$ cat src/rtl/cpu_pkg.sv
// Shared CPU definitions used by the fetch stage and its instruction queue.
// Contents:
//   ADDR_W, INST_W    - byte-address and instruction widths
//   PC_STEP           - byte increment between sequential instructions
//   NOP_INST          - word presented to decode when nothing is valid
//   fetch_state_e     - fetch FSM states {IDLE, REQ, FULL}
//   fetch_entry_t     - one queue entry {pc, inst}
package cpu_pkg;

  localparam int ADDR_W = 16;
  localparam int INST_W = 32;

  localparam logic [ADDR_W-1:0] PC_STEP  = 16'd4;
  localparam logic [INST_W-1:0] NOP_INST = 32'h0000_0000;

  typedef enum logic [1:0] {
    IDLE = 2'd0,
    REQ  = 2'd1,
    FULL = 2'd2
  } fetch_state_e;

  typedef struct packed {
    logic [ADDR_W-1:0] pc;
    logic [INST_W-1:0] inst;
  } fetch_entry_t;

endpackage

$ cat src/rtl/fetch_queue.sv
// Two-entry FIFO of fetched {pc, inst} pairs sitting between instruction
// memory and decode.
// Ports:
//   clk, reset      - clock, synchronous active-high reset
//   push_i          - write {push_pc_i, push_inst_i}; accepted when not full,
//                     or when full and a pop happens in the same cycle
//   pop_i           - remove the head entry (ignored when empty)
//   flush_i         - discard every entry; dominates push and pop
//   count_o         - number of valid entries (0..2)
//   head_pc_o       - pc of the head entry (meaningless when empty)
//   head_inst_o     - instruction of the head entry (meaningless when empty)
module fetch_queue
  import cpu_pkg::*;
(
  input  logic              clk,
  input  logic              reset,
  input  logic              push_i,
  input  logic [ADDR_W-1:0] push_pc_i,
  input  logic [INST_W-1:0] push_inst_i,
  input  logic              pop_i,
  input  logic              flush_i,
  output logic [1:0]        count_o,
  output logic [ADDR_W-1:0] head_pc_o,
  output logic [INST_W-1:0] head_inst_o
);

  fetch_entry_t mem_q [2];
  logic         rd_ptr_q;
  logic         wr_ptr_q;
  logic [1:0]   count_q;

  logic do_pop;
  logic do_push;

  assign do_pop  = pop_i && (count_q != 2'd0);
  // A full queue still takes a push if the head leaves in the same cycle.
  assign do_push = push_i && ((count_q != 2'd2) || do_pop);

  always_ff @(posedge clk) begin
    if (reset || flush_i) begin
      rd_ptr_q <= 1'b0;
      wr_ptr_q <= 1'b0;
      count_q  <= 2'd0;
    end else begin
      if (do_push) wr_ptr_q <= ~wr_ptr_q;
      if (do_pop)  rd_ptr_q <= ~rd_ptr_q;
      count_q <= count_q + 2'(do_push) - 2'(do_pop);
    end
  end

  // Storage needs no reset: count_q alone decides what is valid.
  always_ff @(posedge clk) begin
    if (do_push && !flush_i) begin
      mem_q[wr_ptr_q] <= '{pc: push_pc_i, inst: push_inst_i};
    end
  end

  assign count_o     = count_q;
  assign head_pc_o   = mem_q[rd_ptr_q].pc;
  assign head_inst_o = mem_q[rd_ptr_q].inst;

endmodule

$ cat src/rtl/fetch_unit.sv
// Instruction-fetch stage: generates the PC, issues one outstanding request
// at a time to instruction memory, buffers responses in a 2-entry queue and
// presents one instruction per cycle to decode. A taken branch from decode
// flushes the queue, redirects the PC and discards any in-flight response.
// Optional build macro: FETCH_PERF_CNT_EN adds perf_fetched / perf_flushed /
// perf_stall counter outputs.
// Ports:
//   clk, reset           - clock, synchronous active-high reset
//   imem_req/imem_addr   - fetch request, held until imem_rdy
//   imem_rdy/imem_rdata  - response strobe and instruction word
//   br_taken/br_target   - redirect from decode (highest priority after reset)
//   stall                - decode hold; keeps the presented instruction
//   if_inst/if_pc/if_valid - instruction presented to decode
//   dbg_state            - current fetch FSM state
//   perf_*               - (FETCH_PERF_CNT_EN only) free-running counters
// Handshake: a request is outstanding while imem_req=1; imem_addr is stable
// for that whole time and the request completes on the cycle imem_rdy=1.
// Decode consumes if_inst on any cycle with if_valid=1 and stall=0.
module fetch_unit
  import cpu_pkg::*;
#(
  parameter logic [ADDR_W-1:0] RESET_PC = 16'h0000
) (
  input  logic              clk,
  input  logic              reset,
  output logic              imem_req,
  output logic [ADDR_W-1:0] imem_addr,
  input  logic              imem_rdy,
  input  logic [INST_W-1:0] imem_rdata,
  input  logic              br_taken,
  input  logic [ADDR_W-1:0] br_target,
  input  logic              stall,
  output logic [INST_W-1:0] if_inst,
  output logic [ADDR_W-1:0] if_pc,
  output logic              if_valid,
  output fetch_state_e      dbg_state
`ifdef FETCH_PERF_CNT_EN
  ,
  output logic [31:0]       perf_fetched,
  output logic [31:0]       perf_flushed,
  output logic [31:0]       perf_stall
`endif
);

  fetch_state_e      state_q, state_d;
  logic [ADDR_W-1:0] pc_q, pc_d;
  logic              drop_q, drop_d;
  logic [ADDR_W-1:0] drop_addr_q, drop_addr_d;

  logic              q_push;
  logic              q_pop;
  logic [1:0]        q_count;
  logic [1:0]        count_next;
  logic [ADDR_W-1:0] head_pc;
  logic [INST_W-1:0] head_inst;
  logic              accept;

  fetch_queue u_queue (
    .clk         (clk),
    .reset       (reset),
    .push_i      (q_push),
    .push_pc_i   (imem_addr),
    .push_inst_i (imem_rdata),
    .pop_i       (q_pop),
    .flush_i     (br_taken),
    .count_o     (q_count),
    .head_pc_o   (head_pc),
    .head_inst_o (head_inst)
  );

  assign imem_req = (state_q == REQ);
  // While a dropped response is still owed, keep pointing at the address
  // that was actually requested; the redirect target waits in pc_q.
  assign imem_addr = drop_q ? drop_addr_q : pc_q;
  assign accept    = imem_req && imem_rdy;

  // A response coinciding with br_taken belongs to the squashed path.
  assign q_push = accept && !drop_q && !br_taken;
  assign q_pop  = if_valid && !stall && !br_taken;

  assign count_next = q_count + 2'(q_push) - 2'(q_pop);

  assign if_valid  = (q_count != 2'd0);
  assign if_inst   = if_valid ? head_inst : NOP_INST;
  assign if_pc     = if_valid ? head_pc : '0;
  assign dbg_state = state_q;

  always_comb begin
    state_d     = state_q;
    pc_d        = pc_q;
    drop_d      = drop_q;
    drop_addr_d = drop_addr_q;
    if (br_taken) begin
      pc_d        = br_target;
      state_d     = REQ;
      // An outstanding request not completing now must have its response
      // swallowed later; one completing now is simply not pushed.
      drop_d      = imem_req && !imem_rdy;
      drop_addr_d = imem_addr;
    end else begin
      case (state_q)
        IDLE: state_d = REQ;
        REQ: begin
          if (accept) begin
            if (drop_q) begin
              drop_d = 1'b0;
            end else begin
              pc_d = pc_q + PC_STEP;
              if (count_next == 2'd2) state_d = FULL;
            end
          end
        end
        FULL: begin
          // Resume in the cycle right after a pop so a stream never gaps.
          if (count_next != 2'd2) state_d = REQ;
        end
        default: state_d = IDLE;
      endcase
    end
  end

  always_ff @(posedge clk) begin
    if (reset) begin
      state_q     <= IDLE;
      pc_q        <= RESET_PC;
      drop_q      <= 1'b0;
      drop_addr_q <= RESET_PC;
    end else begin
      state_q     <= state_d;
      pc_q        <= pc_d;
      drop_q      <= drop_d;
      drop_addr_q <= drop_addr_d;
    end
  end

`ifdef FETCH_PERF_CNT_EN
  logic [31:0] perf_fetched_q;
  logic [31:0] perf_flushed_q;
  logic [31:0] perf_stall_q;

  always_ff @(posedge clk) begin
    if (reset) begin
      perf_fetched_q <= '0;
      perf_flushed_q <= '0;
      perf_stall_q   <= '0;
    end else begin
      if (q_push)            perf_fetched_q <= perf_fetched_q + 32'd1;
      if (br_taken)          perf_flushed_q <= perf_flushed_q + 32'd1;
      if (if_valid && stall) perf_stall_q   <= perf_stall_q + 32'd1;
    end
  end

  assign perf_fetched = perf_fetched_q;
  assign perf_flushed = perf_flushed_q;
  assign perf_stall   = perf_stall_q;
`endif

endmodule

$ cat config.mk
export PLATFORM = sky130hd
export DESIGN_NAME = fetch_unit
export DESIGN_NICKNAME = d
export VERILOG_FILES = /design/src/rtl/cpu_pkg.sv /design/src/rtl/fetch_queue.sv /design/src/rtl/fetch_unit.sv
export SDC_FILE = /design/constraint.sdc
export NUM_CORES = 1
export LEC_CHECK = 0
export ABC_AREA = 1
export CAP_MARGIN = 20
export CORE_ASPECT_RATIO = 0.5
export CORE_MARGIN = 8
export CORE_UTILIZATION = 51
export DETAILED_ROUTE_END_ITERATION = 6
export HOLD_SLACK_MARGIN = 0.12
export PLACE_DENSITY_LB_ADDON = 0.1
export SYNTH_ARGS = -nofsm -noshare
export SYNTH_HDL_FRONTEND = slang
export SYNTH_SLANG_ARGS = --single-unit
$ cat constraint.sdc
create_clock -name clk -period 5.3 [get_ports clk]
set_input_delay 1.06 -clock clk [delete_from_list [all_inputs] [get_ports clk]]
set_output_delay 1.06 -clock clk [all_outputs]
set_load 0.02 [all_outputs]
Word level (Yosys, flattened, before mapping)
Memory sizes are Yosys's and may differ from the RTL's. A register that Yosys moved wholly into a read port is not among the register bits.
Cells that the tools add are included.
{"block": "word_totals", "ff_bits": 39, "latchBits": 0, "rom_bits": 0, "word_cells": 74, "out_inout_bits": 68, "ram_bits": 96, "input_bits": 53, "mem_count": 1}
{"block": "op_classes", "addsub": 5, "div": 0, "n_reduce_logical": 24, "shifts": 0, "n_mux": 20, "n_eq_ne": 14, "magnitude_cmp": 0, "multipliers": 0, "n_bitwise": 2}
{"name": "u_queue.mem_q", "depth": 2, "word_bits": 48, "rd": 1, "rd_ports_with_merged_regs": 1, "wr": 1, "line_no": "fetch_queue.sv:27", "source": "fetch_entry_t mem_q [2];"}
{"op": "two-way mux 16 bit", "count": 6}
{"op": "two-way mux 32 bit", "count": 1}
{"op": "adder 16 x 3 -> 16 bit (second input constant)", "count": 1}
{"op": "inequality test 2 bit (second input constant)", "count": 5}
{"op": "logical AND 1 bit", "count": 9}
{"op": "two-way mux 1 bit", "count": 8}
{"op": "two-way mux 2 bit", "count": 4}
{"op": "AND reduction 4 bit", "count": 2}
{"op": "inequality test 3 x 1 -> 1 bit (second input constant)", "count": 2}
{"op": "inequality test 3 bit (second input constant)", "count": 2}
{"op": "case mux 2 bit (3 select lines)", "count": 1}
{"op": "nonzero test 2 bit", "count": 3}
{"op": "adder 2 x 1 -> 2 bit", "count": 2}
{"op": "== test 2 bit (second input constant)", "count": 2}
{"op": "zero test 1 bit", "count": 4}
{"op": "inequality test 2 x 1 -> 1 bit (second input constant)", "count": 2}
{"op": "subtractor 2 x 1 -> 2 bit", "count": 2}
{"op": "AND reduction 3 bit", "count": 1}
{"op": "== test 2 x 1 -> 1 bit (second input constant)", "count": 1}
{"op": "zero test 2 bit", "count": 1}
{"op": "logical OR 1 bit", "count": 2}
{"op": "NOT 1 bit", "count": 2}
{"op": "AND reduction 2 bit", "count": 1}
{"op": "OR reduction 2 bit", "count": 1}

Depth between registers and ports, before layout
Gate-level depths: netlist of the first run.
{"block": "logic_depth", "depth_word": 12, "mapped_depth": 15}

Hierarchy
Synthesis of the first run repeated with hierarchy kept, for this count alone.
{"block": "hier_totals", "cells_unflattened": 544, "area_unflattened_um2": 6058.3}
{"module": "fetch_queue", "area_each_um2": 3789.9, "instances": 1, "cells_per_inst": 185}
{"module": "fetch_unit", "area_each_um2": 2268.4, "instances": 1, "cells_per_inst": 359}

Worst setup path after synthesis of the first run
No wires, ideal clock.
{"block": "synth_path", "path_kind": "input to register", "from": "input imem_rdy", "to": "memory u_queue.mem_q[1][0] (netlist name) (enable)", "stages": 6, "setup_ns": 0.455, "setup_slack_ns": 1.257, "n_path_buf": 0, "arrival_time_ns": 3.588, "path_cell_list": "inv_1 -> nor2_8 -> nand2_4 -> nor2_4 -> nand2_2 -> nor2_1"}
{"block": "synth_via", "elab_chain_len": 7}
{"element": "from (decl)", "line_no": "fetch_unit.sv:28", "source": "input logic imem_rdy,"}
{"element": "logical AND 1 bit", "line_no": "fetch_unit.sv:75", "source": "assign accept = imem_req && imem_rdy;"}
{"element": "logical AND 1 bit (2 in series)", "line_no": "fetch_unit.sv:78", "source": "assign q_push = accept && !drop_q && !br_taken;"}
{"element": "logical AND 1 bit", "line_no": "fetch_queue.sv:37", "source": "assign do_push = push_i && ((count_q != 2'd2) || do_pop);"}
{"element": "logical AND 1 bit", "line_no": "fetch_queue.sv:53", "source": "if (do_push && !flush_i) begin"}
{"element": "two-way mux 1 bit", "line_no": "fetch_queue.sv:53"}
{"element": "two-way mux 1 bit (not written as such)", "line_no": "fetch_queue.sv:54", "source": "mem_q[wr_ptr_q] <= '{pc: push_pc_i, inst: push_inst_i};"}
{"element": "to (decl)", "line_no": "fetch_queue.sv:27"}
Every way passes these cells.

==> reports/metrics.csv, run 1 <==
stage;metric;value;unit
sta;max-slew headroom at the worst pin;0.4208;
worst_setup_path;data required time of the critical path;4.24;ns
layout;fill cell total of the finished layout;822;
clock_tree;TritonCTS buffer count;17;
worst_setup_path;flop2flop setup slack;2.99;ns
synth;simple logic cell fraction of the synthesized area;0.1922;
routing;post-detailed-route DRC marker count;0;
floorplanning;effective utilization at floorplan;0.5271;
sta;setup repair after global routing missed its margin;no;
global_routing;via count of the first global-routing pass;4458;
power;switching part of the total power;0.2279;
synth;most area-consuming cells after synthesis;sky130_fd_sc_hd__edfxtp_1, sky130_fd_sc_hd__dfxtp_1, sky130_fd_sc_hd__nand2_1, sky130_fd_sc_hd__a21oi_1, sky130_fd_sc_hd__nor2_1;
sta;number of slew-limit violations in the final report;0;
worst_setup_path;Critical Path AT;2.68;ns
outcome;result of the run;complete, no violations;
power;total power per unit cell area;334.3;nW/um2
place;final weighted congestion in routability-driven placement;0.8237;
floorplanning;Core ar.;11080;um2
sta;final clock period utilization by the worst path;0.7051;
layout;Final nets;756;
sta;final worst path period need;3.737;ns
routing;wire length per cell after detailed routing;16.60;um
synth;post-synthesis instance area;5841;um2
synth;average instance area after synthesis;10.10;um2
layout;Antenna Diode Count;0;
global_routing;pin count of the biggest net entering global routing;50;
sta;final hold violation count;0;
global_routing;Remaining Overflow, GRT;0;
floorplanning;count of standard-cell rows;27;
synth;arithmetic-cell share of the synthesized area counting full adders, half adders and majority gates;0.01071;
clock_tree;H-tree depth reported by CTS;4;
worst_setup_path;critical path's slowest cell;sky130_fd_sc_hd__clkdlybuf4s50_1;
sta;setup violators final;0;
power;power share of the combinational group;0.084;
worst_hold_path;capture endpoint of the worst hold path;u_queue.rd_ptr_q;
worst_setup_path;Startpoint Class;flip-flop;
worst_setup_path;critical-path maximum fanout;29;
routing;Detailed Routing Iterations Pass 1;5;
floorplanning;total die area;15340;um2
power;clock network power share;0.460;
worst_setup_path;reg-to-reg critical path startpoint;dbg_state[0];
sta;aggregate negative setup slack;0;ns
layout;synthesis-to-layout area growth;33.25;%
routing;average vias per placed instance;5.216;
synth;combinational family with the most area after synthesis;simple AND/OR/NAND/NOR gates;
synth;mux share of post-synthesis cell area;0;
layout;area of the multi-input gates;1886;um2
clock_tree;Worst-path clk slew;0.06;ns
worst_hold_path;instance count along the most critical hold path;2;
synth;xor/xnor cell area share of the yosys netlist;0.004499;
worst_setup_path;reg2reg path depth;7;
synth;share of Yosys cell area claimed by the top area cell type;0.4936;
global_routing;GRT Overall Usage;0.1886;
global_routing;wire length of the first global-routing pass;22.98;mm
clock_tree;clock tree from TritonCTS;yes;
clock_tree;number of buffers added for setup after CTS;0;
global_routing;initial antenna violation count;0;
clock_tree;clock latency reported for the late side of the worst-skew pair;0.41;ns
place;sum of net half-perimeters after detailed placement;9.419;mm
synth;unique cell type count in the Yosys netlist;34;
power;maximum ir drop on the vdd rail;0.2014;mV
worst_setup_path;type of the worst setup path;reg -> out;
routing;Via Count;4465;
place;input/output buffers;120;
worst_setup_path;slowest stage delay, CP;0.65;ns
routing;final wirelength;14.21;mm
floorplanning;Die W;167.3;um
power;post-route total power;2602;uW
power;internal cell power;2009;uW
power;power spent charging and discharging nets;592.8;uW
worst_hold_path;min-delay worst type;reg -> reg;
synth;instance count of the mapped netlist;578;
synth;YS warnings;0;
worst_setup_path;destination of the worst register-to-register timing path;u_queue.mem_q[0][34];
synth;fraction of the mapped netlist area in compound gates;0.1120;
clock_tree;Hold-fix buffers, CTS;0;
synth;post-synth net total;636;
layout;register area;3685;um2
synth;sequential element share of the synthesized area;0.6307;
floorplanning;total I/O pin count;121;
layout;final core utilization;0.7023;
synth;total of flip-flops plus latches after synthesis;136;
routing;DRC violation total after the first TritonRoute iteration;277;
clock_tree;cell at the root of the clock tree;sky130_fd_sc_hd__clkbuf_16;
worst_hold_path;hold path start;u_queue.rd_ptr_q;
worst_setup_path;critical path, cell by cell;inv_1 > buf_4 > nand2_1 > a21oi_1 > clkdlybuf4s50_1;
floorplanning;overall die height;91.67;um
sta;Peak Freq;267.6;MHz
clock_tree;post-cts gate resize count;0;
power;proportion of power drawn by flip-flops and latches;0.456;
synth;cell type contributing the most total cell area after synthesis;sky130_fd_sc_hd__edfxtp_1;
layout;share of layout cells above drive strength 1;0.1111;
worst_setup_path;endpoint type of the worst setup path;output port;
power;Static Leak;0.002865;uW
routing;number of antenna-violating nets in the routed design;0;
clock_tree;clock sink count;136;
sta;transition time of the tightest slew-check pin;0.8679;ns
clock_tree;deepest clock path buffer count;2;
sta;Layout Skew;0.007711;ns
run;max capacitance violation total;0;
==> cell type report <==
type | instances | area share
Clock buffer | 18 | 0.05514
Clock inverter | 14 | 0.02235
Inverter | 39 | 0.01881
Multi-Input combinational cell | 376 | 0.2423
Sequential cell | 136 | 0.4735
Tap cell | 145 | 0.02331
Timing Repair Buffer | 128 | 0.1646
==> stage by stage <==
stage          worst slack (ns)  area [um2]  hold slack, ns  instances
3_3_place_gp              1.665        7152          0.4474        823
2_1_floorplan             1.257        5841          0.4336        578
4_1_cts                   1.503        7755          0.4796        855
5_1_grt                   1.356        7782          0.5041        856
6_report                  1.563        7782          0.4786        856
3_5_place_dp              1.619        7152          0.4701        823
==> layout by cell type, fill, tap and decap left out, types with 17 or more instances in the layout <==
master	instances
sky130_fd_sc_hd__a21oi_1	58
sky130_fd_sc_hd__dfxtp_1	39
sky130_fd_sc_hd__edfxtp_1	96
sky130_fd_sc_hd__clkbuf_16	17
sky130_fd_sc_hd__nand2_1	167
sky130_fd_sc_hd__inv_1	34
sky130_fd_sc_hd__o21ai_0	23
sky130_fd_sc_hd__clkdlybuf4s50_1	120
sky130_fd_sc_hd__nor2_1	35
sky130_fd_sc_hd__nand3_1	22
==> routing by layer <==
layer | routed length (um) | GRT usage | vias to the layer above
met3 | 885 | 0.05301 | 14
met2 | 6788 | 0.3212 | 145
met5 | 0 | 0 | -
met1 | 6366 | 0.2296 | 2100
met4 | 166 | 0.06421 | 0
li1 | - | - | 2206
==> power groups by stage <==
stage	sequential, uW	clock, uW	combinational (uW)
floorplan	1210	0	113
global placement	1210	0	209
detailed placement	1210	0	212
CTS	1190	1210	213
global route	1190	1260	237
finish	1190	1200	218
==> critical path: cells and delay by family, from the launching register on <==
family                 cells  cell delay (ns)
AOI/OAI and AO/OA          1             0.21
buffers and inverters      3             1.66
DFF                        1             0.31
and+or+nand+nor            1             0.07
==> cell usage after synthesis, drive strengths merged <==
cell type	count
nand2	174
edfxtp	96
a21oi	63
nor2	43
dfxtp	40
inv	39
o21ai	39
nand3	26
buf	17
clkbuf	10
a31oi	7
ha	5
nand4	5
o21a	5
nor3	4
xor2	2
a211oi	1
or2	1
xnor2	1
==> worst max path at each step <==
stage                     slack (ns)              endpoint       from  cells past startpoint
after floorplan                 1.26   u_queue.mem_q[1][0]   imem_rdy                      6
after global placement          1.66  u_queue.mem_q[0][22]   br_taken                      5
after detailed placement        1.62  u_queue.mem_q[0][22]   br_taken                      5
after CTS                       1.50          imem_addr[1]     drop_q                      2
after global routing            1.36           if_inst[29]  flip-flop                      5
final                           1.56              if_pc[2]  flip-flop                      5
==> logic make-up (layout without fill, tap and decap cells) <==
group,after synthesis,count (layout)
AND/OR/NAND/NOR,253,253
flip-flops,136,136
AO/OA/AOI/OAI,115,115
buffers and inverters,66,199
adder cells (fa/ha/maj),5,5
XOR/XNOR,3,3
==> registers in the layout, summed over array words and instances, names as in the netlist, named ones only <==
register,count
u_queue.rd_ptr_q,1
drop_addr_q,16
dbg_state,2
pc_q,16
u_queue.mem_q,96
u_queue.wr_ptr_q,1
u_queue.count_o,2
drop_q,1
Note: power is estimated with default switching activity, not from simulation.
==> run 2, diff against run 1 <==
==> constraint.sdc (replaced) <==
create_clock -name clk -period 3.9 [get_ports clk]
set_input_delay 0.78 -clock clk [delete_from_list [all_inputs] [get_ports clk]]
set_output_delay 0.78 -clock clk [all_outputs]
set_load 0.02 [all_outputs]
==> run 2 against run 1 <==
  * Power increased by 31%
  * Worst setup slack got worse by 0.91 ns
  * Flip-flop and latch count unchanged
  * Critical endpoint is now imem_addr[2]
  * Sequential share of layout area increased by 0.27 points
  * Global-route usage decreased by 0.38 points
  * Wire length decreased by 2.3%
  * Clock power increased by 24%
==> reports/metrics.csv, run 2 (synthesis results as in run 1) <==
stage;metric;value;unit
outcome;result of the run;complete, no violations;
power;proportion of power drawn by flip-flops and latches;0.476;
layout;Antenna Diode Count;0;
layout;synthesis-to-layout area growth;32.50;%
place;input/output buffers;120;
routing;wire length per cell after detailed routing;16.15;um
clock_tree;H-tree depth reported by CTS;4;
sta;Peak Freq;307.7;MHz
floorplanning;total die area;15340;um2
global_routing;via count of the first global-routing pass;4422;
clock_tree;TritonCTS buffer count;17;
worst_setup_path;reg-to-reg critical path startpoint;u_queue.count_o[1];
power;clock network power share;0.438;
worst_setup_path;endpoint type of the worst setup path;output port;
power;internal cell power;2597;uW
floorplanning;Die W;167.3;um
layout;number of flip-flops under the largest register name;96;
power;power spent charging and discharging nets;798.9;uW
layout;commonest non-fill, non-tap cell in the layout;sky130_fd_sc_hd__nand2_1;
place;instance area at placement;7182;um2
routing;final wirelength;13.88;mm
sta;setup violators final;0;
clock_tree;Worst-path clk slew;0.06;ns
routing;number of antenna-violating nets in the routed design;0;
place;sum of net half-perimeters after detailed placement;9.488;mm
worst_setup_path;Startpoint Class;flip-flop;
sta;setup repair after global routing missed its margin;no;
layout;final core utilization;0.6984;
clock_tree;cell at the root of the clock tree;sky130_fd_sc_hd__clkbuf_16;
worst_setup_path;critical-path maximum fanout;19;
worst_setup_path;flop2flop setup slack;1.44;ns
sta;aggregate negative setup slack;0;ns
global_routing;wire length of the first global-routing pass;22.54;mm
worst_setup_path;data required time of the critical path;3.12;ns
routing;Detailed Routing Iterations Pass 1;5;
floorplanning;Core ar.;11080;um2
clock_tree;post-cts gate resize count;0;
sta;Layout Skew;0.002811;ns
sta;final worst path period need;3.249;ns
routing;Via Count;4376;
sta;number of slew-limit violations in the final report;0;
clock_tree;Hold-fix buffers, CTS;0;
worst_setup_path;type of the worst setup path;reg -> out;
sta;transition time of the tightest slew-check pin;0.7705;ns
layout;commonest non-fill, non-tap cells in the layout;sky130_fd_sc_hd__nand2_1, sky130_fd_sc_hd__clkdlybuf4s50_1, sky130_fd_sc_hd__edfxtp_1;
floorplanning;count of standard-cell rows;27;
worst_hold_path;min-delay worst type;reg -> reg;
layout;Most flops, register;u_queue.mem_q;
floorplanning;effective utilization at floorplan;0.5271;
routing;DRC violation total after the first TritonRoute iteration;321;
global_routing;pin count of the biggest net entering global routing;50;
layout;Final nets;759;
sta;final hold violation count;0;
global_routing;GRT Overall Usage;0.1848;
worst_setup_path;endpoint of the most critical setup path;imem_addr[2];
sta;final clock period utilization by the worst path;0.8332;
layout;share of layout cells above drive strength 1;0.1148;
worst_setup_path;reg2reg path depth;16;
floorplanning;overall die height;91.67;um
routing;average vias per placed instance;5.094;
clock_tree;number of buffers added for setup after CTS;0;
global_routing;initial antenna violation count;0;
sta;max-slew headroom at the worst pin;0.4809;
run;max capacitance violation total;0;
power;maximum ir drop on the vdd rail;0.2968;mV
worst_setup_path;startpoint of the worst setup timing path;drop_q;
worst_setup_path;destination of the worst register-to-register timing path;dbg_state[0];
global_routing;Remaining Overflow, GRT;0;
power;switching part of the total power;0.2352;
worst_setup_path;Critical Path AT;2.47;ns
routing;post-detailed-route DRC marker count;0;
floorplanning;total I/O pin count;121;
power;Static Leak;0.002846;uW
layout;final std cell area, no fill;7739;um2
power;power share of the combinational group;0.086;
clock_tree;clock latency reported for the late side of the worst-skew pair;0.41;ns
power;total power per unit cell area;438.8;nW/um2
clock_tree;deepest clock path buffer count;2;
clock_tree;clock tree from TritonCTS;yes;
clock_tree;clock sink count;136;
layout;largest registers in the final layout;u_queue.mem_q: 96 flops, drop_addr_q: 16 flops, pc_q: 16 flops;
place;final weighted congestion in routability-driven placement;0.7826;
[run 2: layer usage]
metal | vias up | GRT usage | share of wire
met5 | - | 0 | 0
met1 | 2020 | 0.2354 | 0.47
met2 | 130 | 0.2986 | 0.46
li1 | 2212 | - | -
met4 | 0 | 0.06716 | 0.013
met3 | 14 | 0.05344 | 0.057
[run 2: final cells by class]
cell class / instances / area (um2)
clock buffer: 18 / 429.2
timing repair buffer: 131 / 1284
inverter: 39 / 146.4
sequential: 136 / 3685
clock inverter: 14 / 127.6
tap: 145 / 181.4
fill: 837 / 3342
multi-input combinational: 376 / 1886
[run 2: worst min-delay path by stage]
stage	depth (start not counted)	slack, ns	startpoint	endpoint
after floorplan	2	0.43	pc_q[1]	pc_q[1]
after global placement	2	0.45	pc_q[1]	pc_q[1]
after detailed placement	2	0.46	pc_q[1]	pc_q[1]
after CTS	2	0.47	pc_q[1]	pc_q[1]
after global routing	2	0.49	pc_q[1]	pc_q[1]
final	2	0.47	pc_q[1]	pc_q[1]
[run 2: power groups by stage]
| stage | logic (uW) | clock network [uW] | registers, uW |
|---|---|---|---|
| global placement | 287 | 0 | 1640 |
| floorplan | 153 | 0 | 1640 |
| detailed placement | 291 | 0 | 1650 |
| CTS | 293 | 1520 | 1620 |
| finish | 291 | 1490 | 1620 |
| global route | 318 | 1570 | 1620 |
[run 2: per-stage QoR]
stage	hold slack, ns	std cells	power (uW)	worst slack (ns)
after CTS	0.4699	859	3424	0.6154
after global placement	0.4539	827	1932	1.021
after global routing	0.4897	859	3508	0.4678
after detailed placement	0.4620	827	1937	0.9886
after floorplan	0.4336	578	1792	0.1369
final	0.4730	859	3396	0.6505
[run 2: worst max-delay path: stages (launching register included)]
cell                              delay [ns]
sky130_fd_sc_hd__dfxtp_1                0.78
sky130_fd_sc_hd__buf_4                  0.28
sky130_fd_sc_hd__nand2_1                0.05
sky130_fd_sc_hd__o21ai_0                0.22
sky130_fd_sc_hd__clkdlybuf4s50_1        0.73
